## src/rtl/freq_meter.sv

```systemverilog
// Gated edge-counting frequency meter with an Avalon-MM read slave (FREQ / STATUS).
// Optional glitch filter on the conditioned input: define FREQ_METER_GLITCH_FILTER_EN.
module freq_meter #(
    parameter int unsigned fclk        = 50_000_000,
    parameter int unsigned GATE_HZ     = 10,
    parameter int unsigned FILT_CYCLES = 4
) (
    input  logic        clk,
    input  logic        reset,
    input  logic        sig_in,
    input  logic        address,
    input  logic        read,
    output logic [31:0] readdata
);

    localparam int unsigned GATE_CYCLES = fclk / GATE_HZ;
    localparam int unsigned GW = (GATE_CYCLES > 1) ? $clog2(GATE_CYCLES) : 1;
    localparam logic [GW-1:0] GATE_LAST = GW'(GATE_CYCLES - 1);

    // Input conditioning
    logic sync1_q, sync2_q;
    logic s, s_prev_q, edge_now;

    always_ff @(posedge clk) begin
        if (reset) begin
            sync1_q <= 1'b0;
            sync2_q <= 1'b0;
        end else begin
            sync1_q <= sig_in;
            sync2_q <= sync1_q;
        end
    end

`ifdef FREQ_METER_GLITCH_FILTER_EN
    localparam int unsigned FW = $clog2(FILT_CYCLES + 1);
    localparam logic [FW-1:0] FILT_LAST = FW'(FILT_CYCLES - 1);

    logic [FW-1:0] filt_cnt_q;
    logic          filt_q;

    // s only follows the synchronized level once it has differed for FILT_CYCLES clocks.
    always_ff @(posedge clk) begin
        if (reset) begin
            filt_cnt_q <= '0;
            filt_q     <= 1'b0;
        end else if (sync2_q == filt_q) begin
            filt_cnt_q <= '0;
        end else if (filt_cnt_q >= FILT_LAST) begin
            filt_cnt_q <= '0;
            filt_q     <= sync2_q;
        end else begin
            filt_cnt_q <= filt_cnt_q + 1'b1;
        end
    end

    assign s = filt_q;
`else
    localparam int unsigned unused_filt_cycles = FILT_CYCLES;

    assign s = sync2_q;
`endif

    always_ff @(posedge clk) begin
        if (reset) begin
            s_prev_q <= 1'b0;
        end else begin
            s_prev_q <= s;
        end
    end

    assign edge_now = s & ~s_prev_q;

    // Gate / edge counting and result registers
    logic [GW-1:0] gate_cnt_q, gate_cnt_d;
    logic [31:0]   edge_cnt_q, edge_cnt_d;
    logic [31:0]   freq_q, freq_d;
    logic          new_q, new_d;
    logic          ovf_q, ovf_d;
    logic          present_q, present_d;
    logic [31:0]   readdata_q, readdata_d;

    logic          gate_end;
    logic [32:0]   edge_sum;
    logic [65:0]   freq_wide;
    logic          freq_sat;
    logic          new_set, ovf_set;
    logic          rd_freq, rd_status;
    logic [31:0]   status;

    assign gate_end  = (gate_cnt_q == GATE_LAST);
    // The closing gate includes an edge detected in its final cycle.
    assign edge_sum  = {1'b0, edge_cnt_q} + {32'd0, edge_now};
    assign freq_wide = {33'd0, edge_sum} * 66'(GATE_HZ);
    assign freq_sat  = |freq_wide[65:32];
    assign rd_freq   = read & ~address;
    assign rd_status = read & address;
    assign status    = {29'd0, present_q, ovf_q, new_q};

    always_comb begin
        gate_cnt_d = gate_cnt_q + 1'b1;
        edge_cnt_d = edge_cnt_q;
        freq_d     = freq_q;
        present_d  = present_q;
        new_set    = 1'b0;
        ovf_set    = 1'b0;
        readdata_d = readdata_q;

        if (gate_end) begin
            gate_cnt_d = '0;
            edge_cnt_d = '0;
            freq_d     = freq_sat ? 32'hFFFF_FFFF : freq_wide[31:0];
            ovf_set    = freq_sat;
            new_set    = 1'b1;
            present_d  = |edge_sum;
        end else if (edge_now) begin
            if (&edge_cnt_q) begin
                ovf_set = 1'b1;
            end else begin
                edge_cnt_d = edge_cnt_q + 32'd1;
            end
        end

        // Flag sets take priority over read-side clears.
        new_d = new_set | (new_q & ~rd_freq);
        ovf_d = ovf_set | (ovf_q & ~rd_status);

        if (read) begin
            readdata_d = address ? status : freq_q;
        end
    end

    always_ff @(posedge clk) begin
        if (reset) begin
            gate_cnt_q <= '0;
            edge_cnt_q <= '0;
            freq_q     <= '0;
            new_q      <= 1'b0;
            ovf_q      <= 1'b0;
            present_q  <= 1'b0;
            readdata_q <= '0;
        end else begin
            gate_cnt_q <= gate_cnt_d;
            edge_cnt_q <= edge_cnt_d;
            freq_q     <= freq_d;
            new_q      <= new_d;
            ovf_q      <= ovf_d;
            present_q  <= present_d;
            readdata_q <= readdata_d;
        end
    end

    assign readdata = readdata_q;

endmodule
```

## config.mk

```make
export PLATFORM = sky130hd
export DESIGN_NAME = freq_meter
export DESIGN_NICKNAME = d
export VERILOG_FILES = /design/src/rtl/freq_meter.sv
export SDC_FILE = /design/constraint.sdc
export NUM_CORES = 1
export LEC_CHECK = 0
export CAP_MARGIN = 25
export CORE_ASPECT_RATIO = 1.2
export CORE_MARGIN = 3
export CORE_UTILIZATION = 47
export CTS_CLUSTER_SIZE = 14
export DETAILED_ROUTE_END_ITERATION = 12
export MAX_ROUTING_LAYER = met4
export PLACE_DENSITY = 0.65
export SLEW_MARGIN = 0
export SYNTH_ARGS = -nofsm -noshare
export SYNTH_HDL_FRONTEND = slang
export SYNTH_SLANG_ARGS = --single-unit
```

## constraint.sdc

```tcl
create_clock -name clk -period 9.8 [get_ports clk]
set_clock_uncertainty 0.15 [all_clocks]
set_input_delay 1.96 -clock clk [delete_from_list [all_inputs] [get_ports clk]]
set_output_delay 1.96 -clock clk [all_outputs]
set_load 0.02 [all_outputs]
```

==> flow_results.org <==
** Timing
- The worst pin sits at a relative slew slack of 0.386.
- Unrepaired setup endpoints after global routing :: no
- Shortest clock period the worst path allows after layout :: between 5000 and 6000 ps
- The number of failing hold endpoints at the final stage came to 0.
- Of the available clock period, the critical path in the final layout requires 0.597.
- Setup violators final :: 0
- For the pin with the worst max-slew slack, the measured transition is a little over 900 ps.
- The max-slew violation total from the final report is 0.
- Highest clock frequency the design can meet :: 0.171 GHz
- Hold_ws :: 291 ps
- Setup TNS :: 0 ps

** Route
- Remaining antenna violation count after routing :: 0
- Number of DRC markers after the initial detailed-route iteration :: 449
- After detailed routing, the number of remaining DRC violations is 0.
- Drt via density :: 5.50
- Total number of vias :: ~7000
- Number of iterations in the first detailed-routing pass :: 5
- In the final routed layout, each cell accounts on average for approximately 15 µm.
- The routed design has 19200 µm of wire.

** Floorplan
- Die width :: 126 µm
- Starting Density :: 0.481
- Placeable core area :: around 17000 µm²
- Die H :: 150 µm
- Std cell rows :: 52
- I/O pin total :: 37
- Die area :: ~19000 µm²

** Clock network
- In this run the post-CTS setup repair buffer count came out at 0.
- CTS sink count :: 125
- TritonCTS clock tree :: built
- Root buffer selected by CTS :: clkbuf_16
- Depth of the CTS H-tree :: 4
- Hold repair after CTS inserted 0 buffers.
- Number of buffers inserted during clock tree synthesis :: 17
- Source-to-sink clock delay at the later pin of the worst-skew pair :: 420 ps
- Clock transition at the register clock pins on the worst setup and hold paths after CTS :: 60 ps
- The clock passes through at most 2 buffers.
- The number of gates resized after CTS was 0.

** Placed design
- Quantity of I/O buffers inserted on ports :: 36
- The wire-length estimate of the detail-placed layout is between 10000 and 15000 µm.
- At the end of routability-driven placement, the weighted congestion stood at slightly below 1.

** Synthesis
- In the synthesized netlist, the number of instances is 1040.
- The share of the Yosys chip area taken by registers is 0.306.
- After synthesis the cells add up to 8170 µm².
- Top area cells in the synthesized netlist :: dfxtp_1 (31%), ha_1 (8.7%), nor2_1 (7.3%)
- Net count of the mapped netlist :: 1103
- The largest total area in the synthesized netlist belongs to dfxtp_1.
- The most common cell in the synthesized netlist is nor2_1.
- Share of flip-flops with an asynchronous set or reset after synthesis :: 0
- Number of synthesized flops with an enable pin :: 0
- Top cell type's share of synthesized area :: 0.306
- Flip-flop cell with the highest count after synthesis :: dfxtp_1
- During synthesis, Yosys emitted a total of 0 warnings.
- Synthesized area divided by synthesized cell count :: slightly below 8 µm²
- In the synthesized netlist, the cells that appear most often are nor2_1 (158), dfxtp_1 (125), a21oi_1 (98).
- Count of state elements after synthesis :: 125
- Synth unique cells :: 71

** Critical path
- Reg-to-reg setup timing slack :: 3950 ps
- Measured in cells, the most critical reg-to-reg path has a length of 20.
- Req. time, crit path :: 9970 ps
- The critical path in this run is classified as flip-flop to flip-flop.
- Critical path capture point type :: flip-flop
- Along the worst path, the maximum fanout reaches 32.
- The worst setup path is launched from a flip-flop.
- Endpoint of the worst-slack reg-to-reg timing path :: freq_q[1]$_SDFFE_PP0P_
- Data arrival time of the critical path :: ~6000 ps
- The critical path starts at s$_SDFF_PP0_.
- The most critical setup path has its endpoint at freq_q[1]$_SDFFE_PP0P_.
- In this run the critical register-to-register path is launched from s$_SDFF_PP0_.

** Job
- Across the run, the number of max-cap violations was 0.

** Final layout
- Number of nets in the finished design :: 1103
- Diodes inserted :: 0
- Layout overhead on the synthesized area :: 11.9%
- Final cell utilization of the core :: 0.538
- Of the cells placed in the final design, the portion with a size suffix greater than 1 is 0.0684.

** Global route
- The total overflow left after global routing is 0.
- The via count of the first global-routing pass is 6726.
- Across every metal layer, demand over resource in global routing totals 0.212.
- Number of antenna violations at the first check in global routing :: 0
- Entering global routing, the biggest net connects 73 pins.
- Wire length of the first global-routing pass :: 32200 µm

** Power
- Leakage Power :: 3.68 nW
- Power Dens Cells :: 131 nW/µm²
- VDD sags by at most about 110 µV.

** Status
- The run finished with clean final reports.

** Min path
- Path category of the worst min-delay check :: flip-flop to flip-flop
flip-flops by register name, summed over array words and instances, names as in the netlist:
| register | count |
|---|---|
| new_q | 1 |
| s_prev_q | 1 |
| s | 1 |
| ovf_q | 1 |
| freq_q | 32 |
| gate_cnt_q | 23 |
| edge_cnt_q | 32 |
| present_q | 1 |
| readdata | 32 |
| sync1_q | 1 |
layer usage:
metal | track usage | up-vias | part of all wire
met2 | 0.356 | 141 | 0.47
met4 | 0.0944 | 0 | 0.031
li1 | - | 3618 | -
met5 | - | - | 0
met1 | 0.252 | 3176 | 0.46
met3 | 0.0323 | 42 | 0.036
power breakdown:
part	internal, mW	total, mW	switching [mW]
registers	0.511	0.513	0.00184
logic	0.00987	0.0295	0.0197
clock network	0.403	0.652	0.249
total	0.924	1.19	0.271
cells by family after synthesis:
logic type | synth area share
AO/OA/AOI/OAI | 0.176
multiplexers | 0.00750
flip-flops | 0.306
XOR/XNOR | 0.113
AND/OR/NAND/NOR | 0.250
buffers and inverters | 0.0582
adder cells (fa/ha/maj) | 0.0897
cell usage in the layout (no fill, tap or decap), types with 4 or more instances in the layout:
master           synthesis  routed
nor4_1                  12      12
nor2b_1                  9       9
nand2_1                 86      86
xnor2_1                 58      58
ha_1                    57      57
a21oi_1                 98      98
clkinvlp_4               0       4
buf_4                    3       6
or3_1                   17      17
or2_2                    6       6
inv_1                   38      38
o31ai_1                  5       5
dfxtp_1                125     125
nand3_1                 42      42
o21bai_1                31      31
nor3_1                  23      23
a211oi_1                 6       6
a21oi_2                  6       6
a21o_1                   9       9
o21ai_0                 29      29
clkbuf_16                0      17
o21a_1                   4       4
nor2_1                 158     158
clkdlybuf4s50_1          0      35
and4_1                   5       5
a31oi_1                  7       7
and3_1                  14      14
xor2_1                  47      47
nand4_1                 25      25
mux2i_1                  5       5
inv_6                    0       4
a211oi_2                 4       4
and2_1                   5       5
critical path, stage by stage (launching register included):
cell       delay, ps
dfxtp_1          310
nor2b_1          270
ha_1             230
ha_1             190
nand3_1          220
or3_1            530
nor2_1           370
nand3_1          140
xor2_1           300
inv_1             90
ha_1             290
ha_1             450
nand4_1          270
nor3_1           370
and2_1           200
o31ai_1          100
a221oi_1         420
nand2b_2         220
a2111oi_4         50
buf_4            270
a211oi_1         300
layout make-up:
type / count / area [µm²]
fillers: 1634 / 7840
multi-input cells: 815 / 5200
flip-flops and latches: 125 / 2500
clock buffers: 17 / 425
repair buffers: 43 / 420
well taps: 216 / 270
clock inverters: 15 / 186
inverters: 38 / 143
how the worst min path moves through the flow:
| stage | start | to | slack [ps] | cells past startpoint |
|---|---|---|---|---|
| 6_report | sync1_q$_SDFF_PP0_ | s$_SDFF_PP0_ | 290 | 1 |
| 5_1_grt | sync1_q$_SDFF_PP0_ | s$_SDFF_PP0_ | 310 | 1 |
| 4_1_cts | gate_cnt_q[0]$_SDFF_PP0_ | gate_cnt_q[0]$_SDFF_PP0_ | 290 | 1 |
| 3_5_place_dp | sync1_q$_SDFF_PP0_ | s$_SDFF_PP0_ | 280 | 1 |
| 3_3_place_gp | gate_cnt_q[0]$_SDFF_PP0_ | gate_cnt_q[0]$_SDFF_PP0_ | 280 | 1 |
| 2_1_floorplan | gate_cnt_q[0]$_SDFF_PP0_ | gate_cnt_q[0]$_SDFF_PP0_ | 260 | 1 |
stage by stage:
stage | total power [mW] | instances | setup slack (ps) | cell area (µm²)
after floorplan | 0.545 | 1040 | 4820 | 8170
after global placement | 0.552 | 1236 | 4060 | 8510
after detailed placement | 0.553 | 1236 | 4000 | 8510
after CTS | 1.21 | 1268 | 3980 | 9120
after global routing | 1.23 | 1269 | 3510 | 9140
final | 1.19 | 1269 | 3950 | 9140
No activity file was read; power rests on OpenSTA's default activity.
